$ cat src/rtl/tcm_port_arbiter_if.sv
// Requester-side and TCM-side signal bundle of the TCM port arbiter.
// master = requesters plus TCM macro (testbench side), slave = the arbiter.
interface tcm_port_arbiter_if #(
  parameter int unsigned ADDR_WIDTH     = 32,
  parameter int unsigned BUS_DATA_WIDTH = 64,
  parameter int unsigned REG_DATA_WIDTH = 32,
  parameter int unsigned SIZE_WIDTH     = 3
);
  logic                      fetch_req;
  logic [ADDR_WIDTH-1:0]     fetch_addr;
  logic                      fetch_ack;
  logic [BUS_DATA_WIDTH-1:0] fetch_data;

  logic                      stbuf_rd_req;
  logic [ADDR_WIDTH-1:0]     stbuf_rd_addr;
  logic [SIZE_WIDTH-1:0]     stbuf_rd_size;
  logic                      stbuf_rd_ack;
  logic [REG_DATA_WIDTH-1:0] stbuf_rd_data;

  logic                      stbuf_wr_req;
  logic [ADDR_WIDTH-1:0]     stbuf_wr_addr;
  logic [SIZE_WIDTH-1:0]     stbuf_wr_size;
  logic [REG_DATA_WIDTH-1:0] stbuf_wr_data;
  logic                      stbuf_wr_ack;

  logic [ADDR_WIDTH-1:0]     tcm_addr;
  logic                      tcm_rd;
  logic                      tcm_wr;
  logic [SIZE_WIDTH-1:0]     tcm_size;
  logic [REG_DATA_WIDTH-1:0] tcm_wdata;
  logic [BUS_DATA_WIDTH-1:0] tcm_rdata;

  logic [31:0]               stall_cnt;

  modport master (
    output fetch_req, fetch_addr,
    output stbuf_rd_req, stbuf_rd_addr, stbuf_rd_size,
    output stbuf_wr_req, stbuf_wr_addr, stbuf_wr_size, stbuf_wr_data,
    output tcm_rdata,
    input  fetch_ack, fetch_data, stbuf_rd_ack, stbuf_rd_data, stbuf_wr_ack,
    input  tcm_addr, tcm_rd, tcm_wr, tcm_size, tcm_wdata, stall_cnt
  );

  modport slave (
    input  fetch_req, fetch_addr,
    input  stbuf_rd_req, stbuf_rd_addr, stbuf_rd_size,
    input  stbuf_wr_req, stbuf_wr_addr, stbuf_wr_size, stbuf_wr_data,
    input  tcm_rdata,
    output fetch_ack, fetch_data, stbuf_rd_ack, stbuf_rd_data, stbuf_wr_ack,
    output tcm_addr, tcm_rd, tcm_wr, tcm_size, tcm_wdata, stall_cnt
  );
endinterface

$ cat src/rtl/tcm_port_arbiter.sv
// Round-robin arbiter sharing the single-ported TCM between fetch, store-buffer
// read and store-buffer write; one command per cycle, response one cycle later.
module tcm_port_arbiter #(
  parameter int unsigned           ADDR_WIDTH     = 32,
  parameter int unsigned           BUS_DATA_WIDTH = 64,
  parameter int unsigned           REG_DATA_WIDTH = 32,
  parameter int unsigned           SIZE_WIDTH     = 3,
  parameter logic [ADDR_WIDTH-1:0] TCM_ADDR       = 32'h8000_0000
) (
  input logic               clk,
  input logic               rst,
  tcm_port_arbiter_if.slave bus
);

  localparam logic [SIZE_WIDTH-1:0] SZ_1 = SIZE_WIDTH'(3'd1);
  localparam logic [SIZE_WIDTH-1:0] SZ_2 = SIZE_WIDTH'(3'd2);
  localparam logic [SIZE_WIDTH-1:0] SZ_4 = SIZE_WIDTH'(3'd4);

  // (ptr + off) mod 3, for ptr and off in 0..2
  function automatic logic [1:0] rr_idx(input logic [1:0] ptr, input logic [1:0] off);
    logic [2:0] sum;
    sum = {1'b0, ptr} + {1'b0, off};
    if (sum >= 3'd3) begin
      sum = sum - 3'd3;
    end else begin
      sum = sum;
    end
    return sum[1:0];
  endfunction

  logic [1:0]                r_rr_ptr;
  logic                      r_inflight_vld;
  logic [1:0]                r_inflight_id;
  logic [SIZE_WIDTH-1:0]     r_inflight_size;
  logic [31:0]               r_stall_cnt;

  logic [2:0]                w_req;
  logic [2:0]                w_mask;
  logic [3:0]                w_elig;
  logic [1:0]                w_idx0, w_idx1, w_idx2;
  logic                      w_gnt_vld;
  logic [1:0]                w_gnt_id;
  logic [2:0]                w_gnt_onehot;
  logic                      w_stall_evt;
  logic                      w_tcm_rd, w_tcm_wr;
  logic [ADDR_WIDTH-1:0]     w_tcm_addr;
  logic [SIZE_WIDTH-1:0]     w_tcm_size;
  logic [REG_DATA_WIDTH-1:0] w_tcm_wdata;
  logic                      w_fetch_ack, w_rd_ack, w_wr_ack;
  logic [REG_DATA_WIDTH-1:0] w_rd_data;

  assign w_req = {bus.stbuf_wr_req, bus.stbuf_rd_req, bus.fetch_req};

  // Mask the requester in its response cycle so a still-high req is not re-granted
  always_comb begin
    w_mask = 3'b000;
    if (r_inflight_vld) begin
      case (r_inflight_id)
        2'd0:    w_mask = 3'b001;
        2'd1:    w_mask = 3'b010;
        2'd2:    w_mask = 3'b100;
        default: w_mask = 3'b000;
      endcase
    end else begin
      w_mask = 3'b000;
    end
  end

  // Nothing is granted while reset is held, so the TCM strobes stay quiet
  assign w_elig = rst ? {1'b0, w_req & ~w_mask} : 4'b0000;
  assign w_idx0 = rr_idx(r_rr_ptr, 2'd0);
  assign w_idx1 = rr_idx(r_rr_ptr, 2'd1);
  assign w_idx2 = rr_idx(r_rr_ptr, 2'd2);

  // Round-robin pick: first eligible index starting at r_rr_ptr
  always_comb begin
    w_gnt_vld = 1'b0;
    w_gnt_id  = 2'd0;
    if (w_elig[w_idx0]) begin
      w_gnt_vld = 1'b1;
      w_gnt_id  = w_idx0;
    end else if (w_elig[w_idx1]) begin
      w_gnt_vld = 1'b1;
      w_gnt_id  = w_idx1;
    end else if (w_elig[w_idx2]) begin
      w_gnt_vld = 1'b1;
      w_gnt_id  = w_idx2;
    end else begin
      w_gnt_vld = 1'b0;
      w_gnt_id  = 2'd0;
    end
  end

  // Grant one-hot and contention event
  always_comb begin
    w_gnt_onehot = 3'b000;
    if (w_gnt_vld) begin
      case (w_gnt_id)
        2'd0:    w_gnt_onehot = 3'b001;
        2'd1:    w_gnt_onehot = 3'b010;
        2'd2:    w_gnt_onehot = 3'b100;
        default: w_gnt_onehot = 3'b000;
      endcase
    end else begin
      w_gnt_onehot = 3'b000;
    end
    w_stall_evt = |(w_req & ~w_gnt_onehot);
  end

  // TCM command for the granted requester, address rebased to the macro
  always_comb begin
    w_tcm_rd    = 1'b0;
    w_tcm_wr    = 1'b0;
    w_tcm_addr  = '0;
    w_tcm_size  = '0;
    w_tcm_wdata = '0;
    if (w_gnt_vld) begin
      case (w_gnt_id)
        2'd0: begin
          w_tcm_rd   = 1'b1;
          w_tcm_addr = bus.fetch_addr - TCM_ADDR;
          w_tcm_size = SZ_4;
        end
        2'd1: begin
          w_tcm_rd   = 1'b1;
          w_tcm_addr = bus.stbuf_rd_addr - TCM_ADDR;
          w_tcm_size = bus.stbuf_rd_size;
        end
        2'd2: begin
          w_tcm_wr    = 1'b1;
          w_tcm_addr  = bus.stbuf_wr_addr - TCM_ADDR;
          w_tcm_size  = bus.stbuf_wr_size;
          w_tcm_wdata = bus.stbuf_wr_data;
        end
        default: begin
          w_tcm_rd    = 1'b0;
          w_tcm_wr    = 1'b0;
        end
      endcase
    end else begin
      w_tcm_rd = 1'b0;
      w_tcm_wr = 1'b0;
    end
  end

  // Arbitration pointer and in-flight response tracking
  always_ff @(posedge clk or negedge rst) begin
    if (!rst) begin
      r_rr_ptr        <= 2'd0;
      r_inflight_vld  <= 1'b0;
      r_inflight_id   <= 2'd0;
      r_inflight_size <= '0;
    end else if (w_gnt_vld) begin
      r_rr_ptr        <= rr_idx(w_gnt_id, 2'd1);
      r_inflight_vld  <= 1'b1;
      r_inflight_id   <= w_gnt_id;
      r_inflight_size <= w_tcm_size;
    end else begin
      r_inflight_vld  <= 1'b0;
    end
  end

  // Saturating contention counter
  always_ff @(posedge clk or negedge rst) begin
    if (!rst) begin
      r_stall_cnt <= 32'd0;
    end else if (w_stall_evt && (r_stall_cnt != 32'hFFFF_FFFF)) begin
      r_stall_cnt <= r_stall_cnt + 32'd1;
    end else begin
      r_stall_cnt <= r_stall_cnt;
    end
  end

  assign w_fetch_ack = r_inflight_vld && (r_inflight_id == 2'd0);
  assign w_rd_ack    = r_inflight_vld && (r_inflight_id == 2'd1);
  assign w_wr_ack    = r_inflight_vld && (r_inflight_id == 2'd2);

  // Size-masked, zero-extended store-buffer read data
  always_comb begin
    w_rd_data = '0;
    if (w_rd_ack) begin
      case (r_inflight_size)
        SZ_1:    w_rd_data = REG_DATA_WIDTH'(bus.tcm_rdata[7:0]);
        SZ_2:    w_rd_data = REG_DATA_WIDTH'(bus.tcm_rdata[15:0]);
        SZ_4:    w_rd_data = bus.tcm_rdata[REG_DATA_WIDTH-1:0];
        default: w_rd_data = '0;
      endcase
    end else begin
      w_rd_data = '0;
    end
  end

  assign bus.tcm_rd        = w_tcm_rd;
  assign bus.tcm_wr        = w_tcm_wr;
  assign bus.tcm_addr      = w_tcm_addr;
  assign bus.tcm_size      = w_tcm_size;
  assign bus.tcm_wdata     = w_tcm_wdata;
  assign bus.fetch_ack     = w_fetch_ack;
  assign bus.fetch_data    = w_fetch_ack ? bus.tcm_rdata : '0;
  assign bus.stbuf_rd_ack  = w_rd_ack;
  assign bus.stbuf_rd_data = w_rd_data;
  assign bus.stbuf_wr_ack  = w_wr_ack;
  assign bus.stall_cnt     = r_stall_cnt;

endmodule
$ cat src/flat_wrapper.sv
// flat-port wrapper written by rule: the top's interface ports become plain ports
module tcm_port_arbiter_flat 
#(
  parameter int unsigned           ADDR_WIDTH     = 32,
  parameter int unsigned           BUS_DATA_WIDTH = 64,
  parameter int unsigned           REG_DATA_WIDTH = 32,
  parameter int unsigned           SIZE_WIDTH     = 3,
  parameter logic [ADDR_WIDTH-1:0] TCM_ADDR       = 32'h8000_0000
)
  (clk, rst, bus_fetch_req, bus_fetch_addr, bus_stbuf_rd_req, bus_stbuf_rd_addr, bus_stbuf_rd_size, bus_stbuf_wr_req, bus_stbuf_wr_addr, bus_stbuf_wr_size, bus_stbuf_wr_data, bus_tcm_rdata, bus_fetch_ack, bus_fetch_data, bus_stbuf_rd_ack, bus_stbuf_rd_data, bus_stbuf_wr_ack, bus_tcm_addr, bus_tcm_rd, bus_tcm_wr, bus_tcm_size, bus_tcm_wdata, bus_stall_cnt);
  tcm_port_arbiter_if #(.ADDR_WIDTH(ADDR_WIDTH), .BUS_DATA_WIDTH(BUS_DATA_WIDTH), .REG_DATA_WIDTH(REG_DATA_WIDTH), .SIZE_WIDTH(SIZE_WIDTH)) bus_i ();
  input logic clk;
  input logic rst;
  input wire logic [$bits(bus_i.fetch_req)-1:0] bus_fetch_req;
  input wire logic [$bits(bus_i.fetch_addr)-1:0] bus_fetch_addr;
  input wire logic [$bits(bus_i.stbuf_rd_req)-1:0] bus_stbuf_rd_req;
  input wire logic [$bits(bus_i.stbuf_rd_addr)-1:0] bus_stbuf_rd_addr;
  input wire logic [$bits(bus_i.stbuf_rd_size)-1:0] bus_stbuf_rd_size;
  input wire logic [$bits(bus_i.stbuf_wr_req)-1:0] bus_stbuf_wr_req;
  input wire logic [$bits(bus_i.stbuf_wr_addr)-1:0] bus_stbuf_wr_addr;
  input wire logic [$bits(bus_i.stbuf_wr_size)-1:0] bus_stbuf_wr_size;
  input wire logic [$bits(bus_i.stbuf_wr_data)-1:0] bus_stbuf_wr_data;
  input wire logic [$bits(bus_i.tcm_rdata)-1:0] bus_tcm_rdata;
  output wire logic [$bits(bus_i.fetch_ack)-1:0] bus_fetch_ack;
  output wire logic [$bits(bus_i.fetch_data)-1:0] bus_fetch_data;
  output wire logic [$bits(bus_i.stbuf_rd_ack)-1:0] bus_stbuf_rd_ack;
  output wire logic [$bits(bus_i.stbuf_rd_data)-1:0] bus_stbuf_rd_data;
  output wire logic [$bits(bus_i.stbuf_wr_ack)-1:0] bus_stbuf_wr_ack;
  output wire logic [$bits(bus_i.tcm_addr)-1:0] bus_tcm_addr;
  output wire logic [$bits(bus_i.tcm_rd)-1:0] bus_tcm_rd;
  output wire logic [$bits(bus_i.tcm_wr)-1:0] bus_tcm_wr;
  output wire logic [$bits(bus_i.tcm_size)-1:0] bus_tcm_size;
  output wire logic [$bits(bus_i.tcm_wdata)-1:0] bus_tcm_wdata;
  output wire logic [$bits(bus_i.stall_cnt)-1:0] bus_stall_cnt;
  assign bus_i.fetch_req = bus_fetch_req;
  assign bus_i.fetch_addr = bus_fetch_addr;
  assign bus_i.stbuf_rd_req = bus_stbuf_rd_req;
  assign bus_i.stbuf_rd_addr = bus_stbuf_rd_addr;
  assign bus_i.stbuf_rd_size = bus_stbuf_rd_size;
  assign bus_i.stbuf_wr_req = bus_stbuf_wr_req;
  assign bus_i.stbuf_wr_addr = bus_stbuf_wr_addr;
  assign bus_i.stbuf_wr_size = bus_stbuf_wr_size;
  assign bus_i.stbuf_wr_data = bus_stbuf_wr_data;
  assign bus_i.tcm_rdata = bus_tcm_rdata;
  assign bus_fetch_ack = bus_i.fetch_ack;
  assign bus_fetch_data = bus_i.fetch_data;
  assign bus_stbuf_rd_ack = bus_i.stbuf_rd_ack;
  assign bus_stbuf_rd_data = bus_i.stbuf_rd_data;
  assign bus_stbuf_wr_ack = bus_i.stbuf_wr_ack;
  assign bus_tcm_addr = bus_i.tcm_addr;
  assign bus_tcm_rd = bus_i.tcm_rd;
  assign bus_tcm_wr = bus_i.tcm_wr;
  assign bus_tcm_size = bus_i.tcm_size;
  assign bus_tcm_wdata = bus_i.tcm_wdata;
  assign bus_stall_cnt = bus_i.stall_cnt;
  tcm_port_arbiter #(.ADDR_WIDTH(ADDR_WIDTH), .BUS_DATA_WIDTH(BUS_DATA_WIDTH), .REG_DATA_WIDTH(REG_DATA_WIDTH), .SIZE_WIDTH(SIZE_WIDTH), .TCM_ADDR(TCM_ADDR)) u_core (.clk(clk), .rst(rst), .bus(bus_i));
endmodule
$ cat config.mk
export PLATFORM = sky130hd
export DESIGN_NAME = tcm_port_arbiter_flat
export DESIGN_NICKNAME = d
export VERILOG_FILES = /design/src/rtl/tcm_port_arbiter_if.sv /design/src/rtl/tcm_port_arbiter.sv /design/src/flat_wrapper.sv
export SDC_FILE = /design/constraint.sdc
export NUM_CORES = 1
export LEC_CHECK = 0
export BUFFER_PORTS_ARGS = -buffer_cell sky130_fd_sc_hd__buf_2
export CORE_AREA = 8 8 151 153
export CTS_CLUSTER_DIAMETER = 200
export DETAILED_ROUTE_END_ITERATION = 10
export DIE_AREA = 0 0 159 161
export HOLD_SLACK_MARGIN = 0.03
export SETUP_SLACK_MARGIN = 0.5
export SYNTH_ARGS = -nofsm -noshare
export SYNTH_HDL_FRONTEND = slang
export SYNTH_SLANG_ARGS = --single-unit
$ cat constraint.sdc
create_clock -name clk -period 3.7 [get_ports clk]
set_input_delay 0.37 -clock clk [delete_from_list [all_inputs] [get_ports clk]]
set_output_delay 0.37 -clock clk [all_outputs]
set_load 0.02 [all_outputs]
==> metrics.md, run 1 <==
| Metric | Value |
|---|---|
| Min Clock Period, post-route | `3.38 ns` |
| Maximum number of pins on one net before global-route repair | `66` |
| Yosys Warn Count | `0` |
| Drt total wl | `25000 um` |
| Delay of the slowest cell on the worst path | `0.45 ns` |
| EDFF count, synth | `0` |
| Final hold violation count | `0` |
| Area of the core | `20600 um2` |
| Initial standard-cell utilization of the core | `0.177` |
| Clock transition at the register clock pins on the worst setup and hold paths after CTS | `0.07 ns` |
| Gate Count Post-Synth | `444` |
| DP Wirelength | `20300 um` |
| Die footprint | `25600 um2` |
| Count of vias placed by the detailed router | `5195` |
| Worst Skew | `0.0101 ns` |
| H-tree depth | `2` |
| Global-route usage over all layers | `0.178` |
| Number of clock buffers inserted by TritonCTS | `5` |
| Crit start category | `flip-flop` |
| Drt first-iter violations | `423` |
| Sequential-to-total area share from yosys stat | `0.275` |
| Top library cells by usage in the layout, fill and taps aside | `buf_2, and2_1, buf_4, dfrtp_1, a222oi_1` |
| Summed instance area of the synthesized netlist | `3640 um2` |
| Top FF cell, synth | `dfrtp_1` |
| Area growth, synth to finish | `89.8%` |
| Worst setup path category | `reg -> out` |
| Share of flip-flops with an asynchronous set or reset | `1.00` |
| Cell taking the most area after synthesis | `dfrtp_1` |
| Placement row count | `53` |
| Area share of the largest cell type after synthesis | `0.275` |
| Run status | `complete, no violations` |
| Post-detailed-route count of antenna-violating nets | `0` |
| Crit-path most repeated cell | `buf_4` |
| Vertical die dimension | `161 um` |
| Total of buffers placed on input and output ports | `402` |
| Yosys reg bits | `40` |
| First-pass GRT wire length | `35100 um` |
| Transition at the pin with the smallest max-transition slack | `1.17 ns` |
| Fraction of layout cells with a size suffix above 1 | `0.597` |
| Worst-path cell chain | `nor3b_2, nand3b_1, buf_4, maj3_2, o21ai_2, inv_2, ha_1, or3_4, a2111oi_4, buf_4` |
| Endpoint of the lowest-slack register-to-register path | `u_core.bus.stall_cnt[1]` |
| Pins over their slew limit | `0` |
| Sum of negative setup slack | `0 ns` |
| CTS tree | `built` |
| Syn Nets | `655` |
| GRT Residual Overflow | `0` |
| Final setup margin | `0.323 ns` |
| Top post-synthesis cells by area | `dfrtp_1, and2_1, a222oi_1` |
| Class of the most critical hold timing path | `in -> async` |
| Worst path arrival time | `3.01 ns` |
| Count of nets after finishing | `1066` |
| Required time reported for the critical path endpoint | `3.33 ns` |
| Average instance area after synthesis | `8.19 um2` |
| Initial antenna violation count | `10` |
| First-pass detailed-route iteration total | `5` |
| Sinks on Clock Net | `40` |
| Maximum frequency from static timing analysis | `0.296 GHz` |
| Unrepaired setup endpoints after global routing | `true` |
| Relative max-transition margin | `0.216` |
| Cell count of the worst reg-to-reg path | `13` |
| Pre-CTS setup slack | `0.236 ns` |
| Routed length per instance | `22.0 um` |
| Drc violations | `0` |
| Via count normalized by instance count | `4.57` |
| Skew-Pair Late Insertion Delay | `0.29 ns` |
| Static leakage power | `0.00363 uW` |
| Number of buffers on the longest clock path | `2` |
| Synth unique cells | `51` |
| Critical Path Slowest Stage Cell | `or3_4` |
| Master cell of the clock root buffer | `clkbuf_16` |
| Die width | `159 um` |
| Global placer's final weighted congestion | `0.889` |
| Largest fanout on the critical path | `3` |
| Power per cell area | `618 nW/um2` |
| Period utilization | `0.913` |
| Count of max-cap constraint violations | `0` |
| Most common cell after layout, fill and taps aside | `buf_2` |
| Number of global-route vias before repair | `5247` |
| Setup violators final | `0` |
| Setup slack on the worst flop-to-flop path | `0.50 ns` |
| CP Capture Type | `output pin` |
| IO Count | `403` |
| Largest vdd supply drop | `360 uV` |
| RR Startpoint | `u_core.r_inflight_vld` |
==> synth_stat cells (5+ instances only) <==
master,instances
a222oi_1,31
and2_1,131
and3_1,8
clkbuf_1,26
dfrtp_1,40
ha_1,8
inv_1,9
nand2_1,16
nand3_1,24
nand4_1,12
nor2_1,43
nor3_1,5
o21ai_0,6
xnor2_1,29
==> layer usage <==
metal	track usage	part of all wire	vias up
met4	0.0420	0.018	6
met3	0.0596	0.091	32
met5	0	0.0015	-
met1	0.241	0.45	2443
li1	-	-	2409
met2	0.268	0.44	305
==> worst max-delay path: cells and delay by family (launching register included) <==
family	cells	cell delay, ns
AND/OR/NAND/NOR	3	0.85
AO/OA/AOI/OAI	2	0.51
adder cells (fa/ha/maj)	2	0.50
buffers and inverters	3	0.47
flip-flops	1	0.38
==> layout make-up <==
cell class / count / area, um2
Clock inverter: 3 / 46.3
Multi-Input combinational cell: 363 / 2700
Timing Repair Buffer: 436 / 2640
Fill cell: 2221 / 13700
Inverter: 9 / 33.8
Tap cell: 275 / 344
Antenna cell: 6 / 15.0
Sequential cell: 40 / 1000
Clock buffer: 5 / 125
==> where the power goes <==
group          switching (uW)  internal, uW
registers                91.8           517
clock network             188           321
logic                    1840          1310
==> through the flow <==
stage               total power, uW  std cells  hold WS (ns)   util  instance area (um2)
finish                         4270       1137         0.305  0.336                 6900
global route                   4510       1135         0.365  0.335                 6900
CTS                            4070       1120       -0.0895  0.320                 6570
detailed placement             3180       1099         0.223  0.294                 6050
global placement               3160       1099         0.218  0.294                 6050
floorplan                      2260        444        0.0744      -                 3740
==> flip-flops by register name (all words and copies together) (netlist names) <==
register and count:
u_core.bus.stall_cnt 32, u_core.r_inflight_id 2, u_core.r_inflight_size 3, u_core.r_inflight_vld 1
u_core.r_rr_ptr 2
==> how the worst max path moves through the flow <==
stage                       startpoint                 endpoint  cells past startpoint
4_1_cts        u_core.r_inflight_id[1]         bus_tcm_addr[20]                     13
3_3_place_gp     u_core.r_inflight_vld  u_core.bus.stall_cnt[1]                     11
2_1_floorplan    u_core.r_inflight_vld         bus_tcm_addr[12]                     10
5_1_grt        u_core.r_inflight_id[0]         bus_tcm_addr[27]                     12
6_report         u_core.r_inflight_vld         bus_tcm_addr[31]                     10
3_5_place_dp     u_core.r_inflight_vld  u_core.bus.stall_cnt[1]                     11
==> cell families after synthesis <==
family / after synthesis / share of synthesized area
mux: 1 / 0.00310
simple gates: 257 / 0.404
compound gates: 62 / 0.158
flops: 40 / 0.275
buf+inv: 41 / 0.0471
fa+ha+maj: 10 / 0.0330
xor+xnor: 33 / 0.0795
==> timing repair <==
item,4_1_cts,5_1_grt
gates resized for setup,54,50
endpoints found under the setup margin,99,99
gates cloned,3,4
endpoints found under the hold margin,2,2
setup buffers,10,6
pin swaps,12,33
(Power assumes the default switching activity.)
==> run 2: changes to the inputs <==
- CORE_AREA: 8 8 151 153 -> 2 2 158 160
- DIE_AREA: 0 0 159 161 -> 0 0 160 162
==> metrics.md, run 2 (same netlist as run 1, synthesis figures left out) <==
| Metric | Value |
|---|---|
| Sum of negative setup slack | `0 ns` |
| Delay of the slowest cell on the worst path | `0.46 ns` |
| Post-route worst hold slack | `0.0467 ns` |
| Number of buffers on the longest clock path | `2` |
| Maximum frequency from static timing analysis | `0.303 GHz` |
| Initial standard-cell utilization of the core | `0.151` |
| Post-detailed-route count of antenna-violating nets | `0` |
| Power per cell area | `601 nW/um2` |
| Endpoint of the lowest-slack register-to-register path | `u_core.bus.stall_cnt[26]` |
| Drt first-iter violations | `340` |
| GRT Residual Overflow | `0` |
| Drt total wl | `21800 um` |
| Clock transition at the register clock pins on the worst setup and hold paths after CTS | `0.06 ns` |
| Routed length per instance | `18.5 um` |
| Area growth, synth to finish | `90.5%` |
| Via count normalized by instance count | `4.29` |
| Cts hold-fix bufs | `0` |
| Master cell of the clock root buffer | `clkbuf_16` |
| Worst-path cell chain | `nor3b_2, nand3b_1, a21oi_1, a311oi_1, a21oi_1, nor2_2, inv_2, ha_4, bufbuf_16, a222oi_1, nor2_2, buf_2` |
| Final setup margin | `0.395 ns` |
| CTS tree | `built` |
| Pre-CTS setup slack | `0.275 ns` |
| Static leakage power | `0.00366 uW` |
| Worst setup path category | `reg -> out` |
| Worst path arrival time | `2.94 ns` |
| Final hold violation count | `0` |
| Die width | `160 um` |
| Cell count of the worst reg-to-reg path | `14` |
| Run status | `complete, no violations` |
| Min Clock Period, post-route | `3.31 ns` |
| H-tree depth | `2` |
| Number of global-route vias before repair | `4747` |
| DP Wirelength | `17600 um` |
| Critical Path Slowest Stage Cell | `a222oi_1` |
| Transition at the pin with the smallest max-transition slack | `1.07 ns` |
| Initial antenna violation count | `5` |
| IO Count | `403` |
| Placed cell count | `1150` |
| Top library cells by usage in the layout, fill and taps aside | `buf_2, and2_1, buf_4, dfrtp_1, a222oi_1` |
| Die footprint | `25900 um2` |
| Maximum number of pins on one net before global-route repair | `66` |
| Pins over their slew limit | `0` |
| Count of vias placed by the detailed router | `5072` |
| Class of the most critical hold timing path | `in -> async` |
| Core occupancy in the finished layout | `0.287` |
| Count of max-cap constraint violations | `0` |
| Relative max-transition margin | `0.286` |
| Max FFs per register | `32` |
| Worst Skew | `0.00627 ns` |
| RR Startpoint | `u_core.r_inflight_id[0]` |
| Setup violators final | `0` |
| Vertical die dimension | `162 um` |
| Largest vdd supply drop | `251 uV` |
| First-pass detailed-route iteration total | `7` |
| Setup slack on the worst flop-to-flop path | `0.72 ns` |
| Number of clock buffers inserted by TritonCTS | `5` |
| Count of nets after finishing | `1066` |
| Drc violations | `0` |
| Required time reported for the critical path endpoint | `3.33 ns` |
| Layout Cells excl Fill | `1181` |
| CP Capture Type | `output pin` |
| Crit start category | `flip-flop` |
| Area of the core | `24100 um2` |
| # fillers | `2672` |
| Period utilization | `0.893` |
| Largest fanout on the critical path | `18` |
| Skew-Pair Late Insertion Delay | `0.28 ns` |
| Placement row count | `57` |
| Global-route usage over all layers | `0.152` |
| Sinks on Clock Net | `40` |
| Global placer's final weighted congestion | `0.822` |
| Total of buffers placed on input and output ports | `402` |
| First-pass GRT wire length | `29800 um` |
| Most common cell after layout, fill and taps aside | `buf_2` |
| Unrepaired setup endpoints after global routing | `true` |
| Fraction of layout cells with a size suffix above 1 | `0.593` |
-- run 2: cell count changes in the layout (fill, tap and decap cells not counted), moves of 2 or more --
cell / delta
diode_2: -5
buf_2: +15
buf_16: -3
buf_4: +2
a22oi_2: +2
a22oi_1: -2
buf_6: +8
a21oi_1: +2
clkbuf_4: -24
a21oi_2: -2
bufbuf_16: +2
-- run 2: metal layers --
layer | GRT usage | vias up | part of all wire
met2 | 0.286 | 221 | 0.54
met5 | 0 | - | 0.0022
met4 | 0.0262 | 8 | 0.013
li1 | - | 2406 | -
met3 | 0.0306 | 21 | 0.060
met1 | 0.180 | 2416 | 0.39
-- run 2: worst max-delay path: cells and delay by family (launching register included) --
family | cells | cell delay (ns)
and+or+nand+nor | 4 | 0.59
adders and majority gates | 1 | 0.19
DFF | 1 | 0.40
buffers and inverters | 3 | 0.56
AOI/OAI and AO/OA | 4 | 0.93
-- run 2: repair_timing --
item,in CTS,in global routing
cloned,2,4
gates resized for setup,33,73
buffers inserted,9,7
endpoints found under the hold margin,0,0
endpoints found under the setup margin,85,99
pin swaps,10,19
-- run 2: worst max path at each step --
stage | startpoint | endpoint | slack [ns] | cells after the start
6_report | u_core.r_inflight_id[0] | bus_tcm_addr[29] | 0.39 | 12
5_1_grt | u_core.r_inflight_id[0] | bus_tcm_addr[25] | 0.26 | 12
3_3_place_gp | u_core.r_inflight_id[0] | bus_tcm_addr[31] | 0.35 | 13
4_1_cts | u_core.r_inflight_vld | bus_tcm_addr[31] | 0.50 | 10
3_5_place_dp | u_core.r_inflight_id[0] | bus_tcm_addr[31] | 0.27 | 13
2_1_floorplan | u_core.r_inflight_vld | bus_tcm_addr[12] | 0.54 | 10
-- run 2: power by group --
group          total [uW]  internal, uW  switching, uW
combinational        3060          1290           1760
sequential            610           517           92.1
clock                 495           317            177
-- run 2: cell type report --
class | instances | area (um2) | share of cell area
sequential | 40 | 1000 | 0.145
tap | 324 | 405 | 0.0585
multi-input combinational | 363 | 2690 | 0.389
clock inverter | 2 | 35.0 | 0.00506
inverter | 9 | 33.8 | 0.00488
antenna | 1 | 2.50 | 0.000361
timing repair buffer | 436 | 2630 | 0.379
clock buffer | 6 | 129 | 0.0186
-- run 2: stage by stage --
step,cell area (um2),total power (uW)
global placement,6120,3130
detailed placement,6120,3160
floorplan,3740,2260
global route,6920,4410
CTS,6540,3960
finish,6930,4160
==> run 3: changes to the inputs <==
- CORE_AREA: 2 2 158 160 -> 2 2 155 157
- DIE_AREA: 0 0 160 162 -> 0 0 157 159
- clock period: 3.7 -> 2.92 ns (I/O delays scaled with it)
==> metrics.md, run 3 (same netlist as run 1, synthesis figures left out) <==
| Metric | Value |
|---|---|
| Run status | `finished, violations left` |
| Violations in the final reports | `setup timing` |
| Post-detailed-route count of antenna-violating nets | `0` |
| IO Count | `403` |
| Final setup margin | `-0.208 ns` |
| Sum of negative setup slack | `-6.75 ns` |
| Cell count of the worst reg-to-reg path | `14` |
| Area of the core | `23200 um2` |
| Fraction of layout cells with a size suffix above 1 | `0.671` |
| Unrepaired setup endpoints after global routing | `true` |
| GRT Residual Overflow | `0` |
| Placement row count | `56` |
| Initial antenna violation count | `5` |
| Count of max-cap constraint violations | `0` |
| Count of nets after finishing | `1103` |
| Number of global-route vias before repair | `5194` |
| Clock transition at the register clock pins on the worst setup and hold paths after CTS | `0.06 ns` |
| Period utilization | `1.07` |
| Die footprint | `25000 um2` |
| Maximum number of pins on one net before global-route repair | `66` |
| H-tree depth | `2` |
| Global-route usage over all layers | `0.151` |
| Max FFs per register | `32` |
| Largest vdd supply drop | `429 uV` |
| Setup violators final | `67` |
| Power per cell area | `773 nW/um2` |
| Worst setup path category | `reg -> out` |
| DP Wirelength | `16300 um` |
| Pins over their slew limit | `0` |
| Total placed instance area | `6740 um2` |
| Maximum frequency from static timing analysis | `0.320 GHz` |
| Number of buffers on the longest clock path | `2` |
| Master cell of the clock root buffer | `clkbuf_16` |
| Via count normalized by instance count | `4.35` |
| Most common cell after layout, fill and taps aside | `buf_2` |
| Global placer's final weighted congestion | `0.937` |
| Drt total wl | `20900 um` |
| Vertical die dimension | `159 um` |
| Required time reported for the critical path endpoint | `2.63 ns` |
| Sinks on Clock Net | `40` |
| Drt first-iter violations | `371` |
| Relative max-transition margin | `0.583` |
| CP Capture Type | `output pin` |
| Count of vias placed by the detailed router | `5285` |
| Die width | `157 um` |
| Class of the most critical hold timing path | `in -> async` |
| Worst path arrival time | `2.84 ns` |
| Largest fanout on the critical path | `18` |
| Area growth, synth to finish | `115%` |
| Top library cells by usage in the layout, fill and taps aside | `buf_2, and2_1, buf_6, buf_4, dfrtp_1` |
| Min Clock Period, post-route | `3.13 ns` |
| Routed length per instance | `17.2 um` |
| Crit start category | `flip-flop` |
| Worst Skew | `0.00979 ns` |
| First-pass GRT wire length | `29600 um` |
| Transition at the pin with the smallest max-transition slack | `0.620 ns` |
| Static leakage power | `0.00397 uW` |
| Final std cell area, no fill | `7830 um2` |
| Total of buffers placed on input and output ports | `402` |
| First-pass detailed-route iteration total | `7` |
| Skew-Pair Late Insertion Delay | `0.29 ns` |
| Final hold violation count | `0` |
| Number of clock buffers inserted by TritonCTS | `5` |
| Post-route worst hold slack | `0.110 ns` |
| CTS tree | `built` |
| Initial standard-cell utilization of the core | `0.157` |
| Drc violations | `0` |
run 3: what timing repair did:
| item | 4_1_cts | 5_1_grt |
|---|---|---|
| setup endpoints to repair | 104 | 115 |
| hold endpoints to repair | 8 | 0 |
| pin swaps | 21 | 31 |
| cloned | 2 | 2 |
| buffers inserted | 10 | 10 |
| gates resized for setup | 133 | 42 |
| hold buffers | 1 | 0 |
run 3: worst paths after layout:
| kind | from | to | slack, ns |
|---|---|---|---|
| worst min register to register | u_core.bus.stall_cnt[27] | u_core.bus.stall_cnt[27] | 0.49 |
| worst min-delay path | rst | u_core.bus.stall_cnt[7] | 0.11 |
| min in group clk | bus_stbuf_rd_size[2] | u_core.r_inflight_size[2] | 0.44 |
| worst max register to register | u_core.r_inflight_vld | u_core.bus.stall_cnt[0] | 0.04 |
| max in group asynchronous | rst | u_core.r_inflight_size[1] | 2.00 |
| worst max-delay path | u_core.r_inflight_id[1] | bus_tcm_addr[28] | -0.21 |
run 3: area by class of cell:
type | count | area, um2
diodes | 4 | 10.0
clock buffers | 5 | 125
clock inverters | 3 | 47.5
fillers | 2408 | 15400
inverters | 9 | 38.8
multi-input cells | 363 | 3090
flip-flops and latches | 40 | 1000
well taps | 319 | 399
repair buffers | 473 | 3130
run 3: power breakdown:
part	leakage (uW)	switching [uW]	internal, uW	total (uW)
Clock	0.0000840	230	406	635
Combinational	0.00336	2520	2120	4640
Sequential	0.000526	119	655	774
run 3: per-layer routing:
metal,routed length (um),GRT usage,share of wire,vias to the layer above
li1,-,-,-,2473
met1,8190,0.182,0.39,2495
met3,1840,0.0359,0.088,28
met5,18,0,0.00086,-
met2,10500,0.266,0.50,287
met4,362,0.0425,0.017,2
run 3: metrics by stage:
stage | setup WS, ns | total power (uW) | std cells | util
floorplan | 0.196 | 3390 | 444 | -
global placement | 0.0231 | 4530 | 1179 | 0.291
detailed placement | -0.0588 | 4560 | 1179 | 0.291
CTS | -0.180 | 5830 | 1200 | 0.324
global route | -0.344 | 6390 | 1215 | 0.338
finish | -0.208 | 6050 | 1216 | 0.338
run 3: critical path, cell delays in order (launching register included):
cell      delay, ns
dfrtp_1        0.41
nor3b_4        0.20
nand3b_1       0.21
a21oi_2        0.07
a311oi_1       0.20
a21oi_1        0.08
nor2_2         0.17
inv_2          0.10
ha_4           0.20
buf_12         0.16
a222oi_1       0.53
nor2_4         0.08
buf_6          0.15
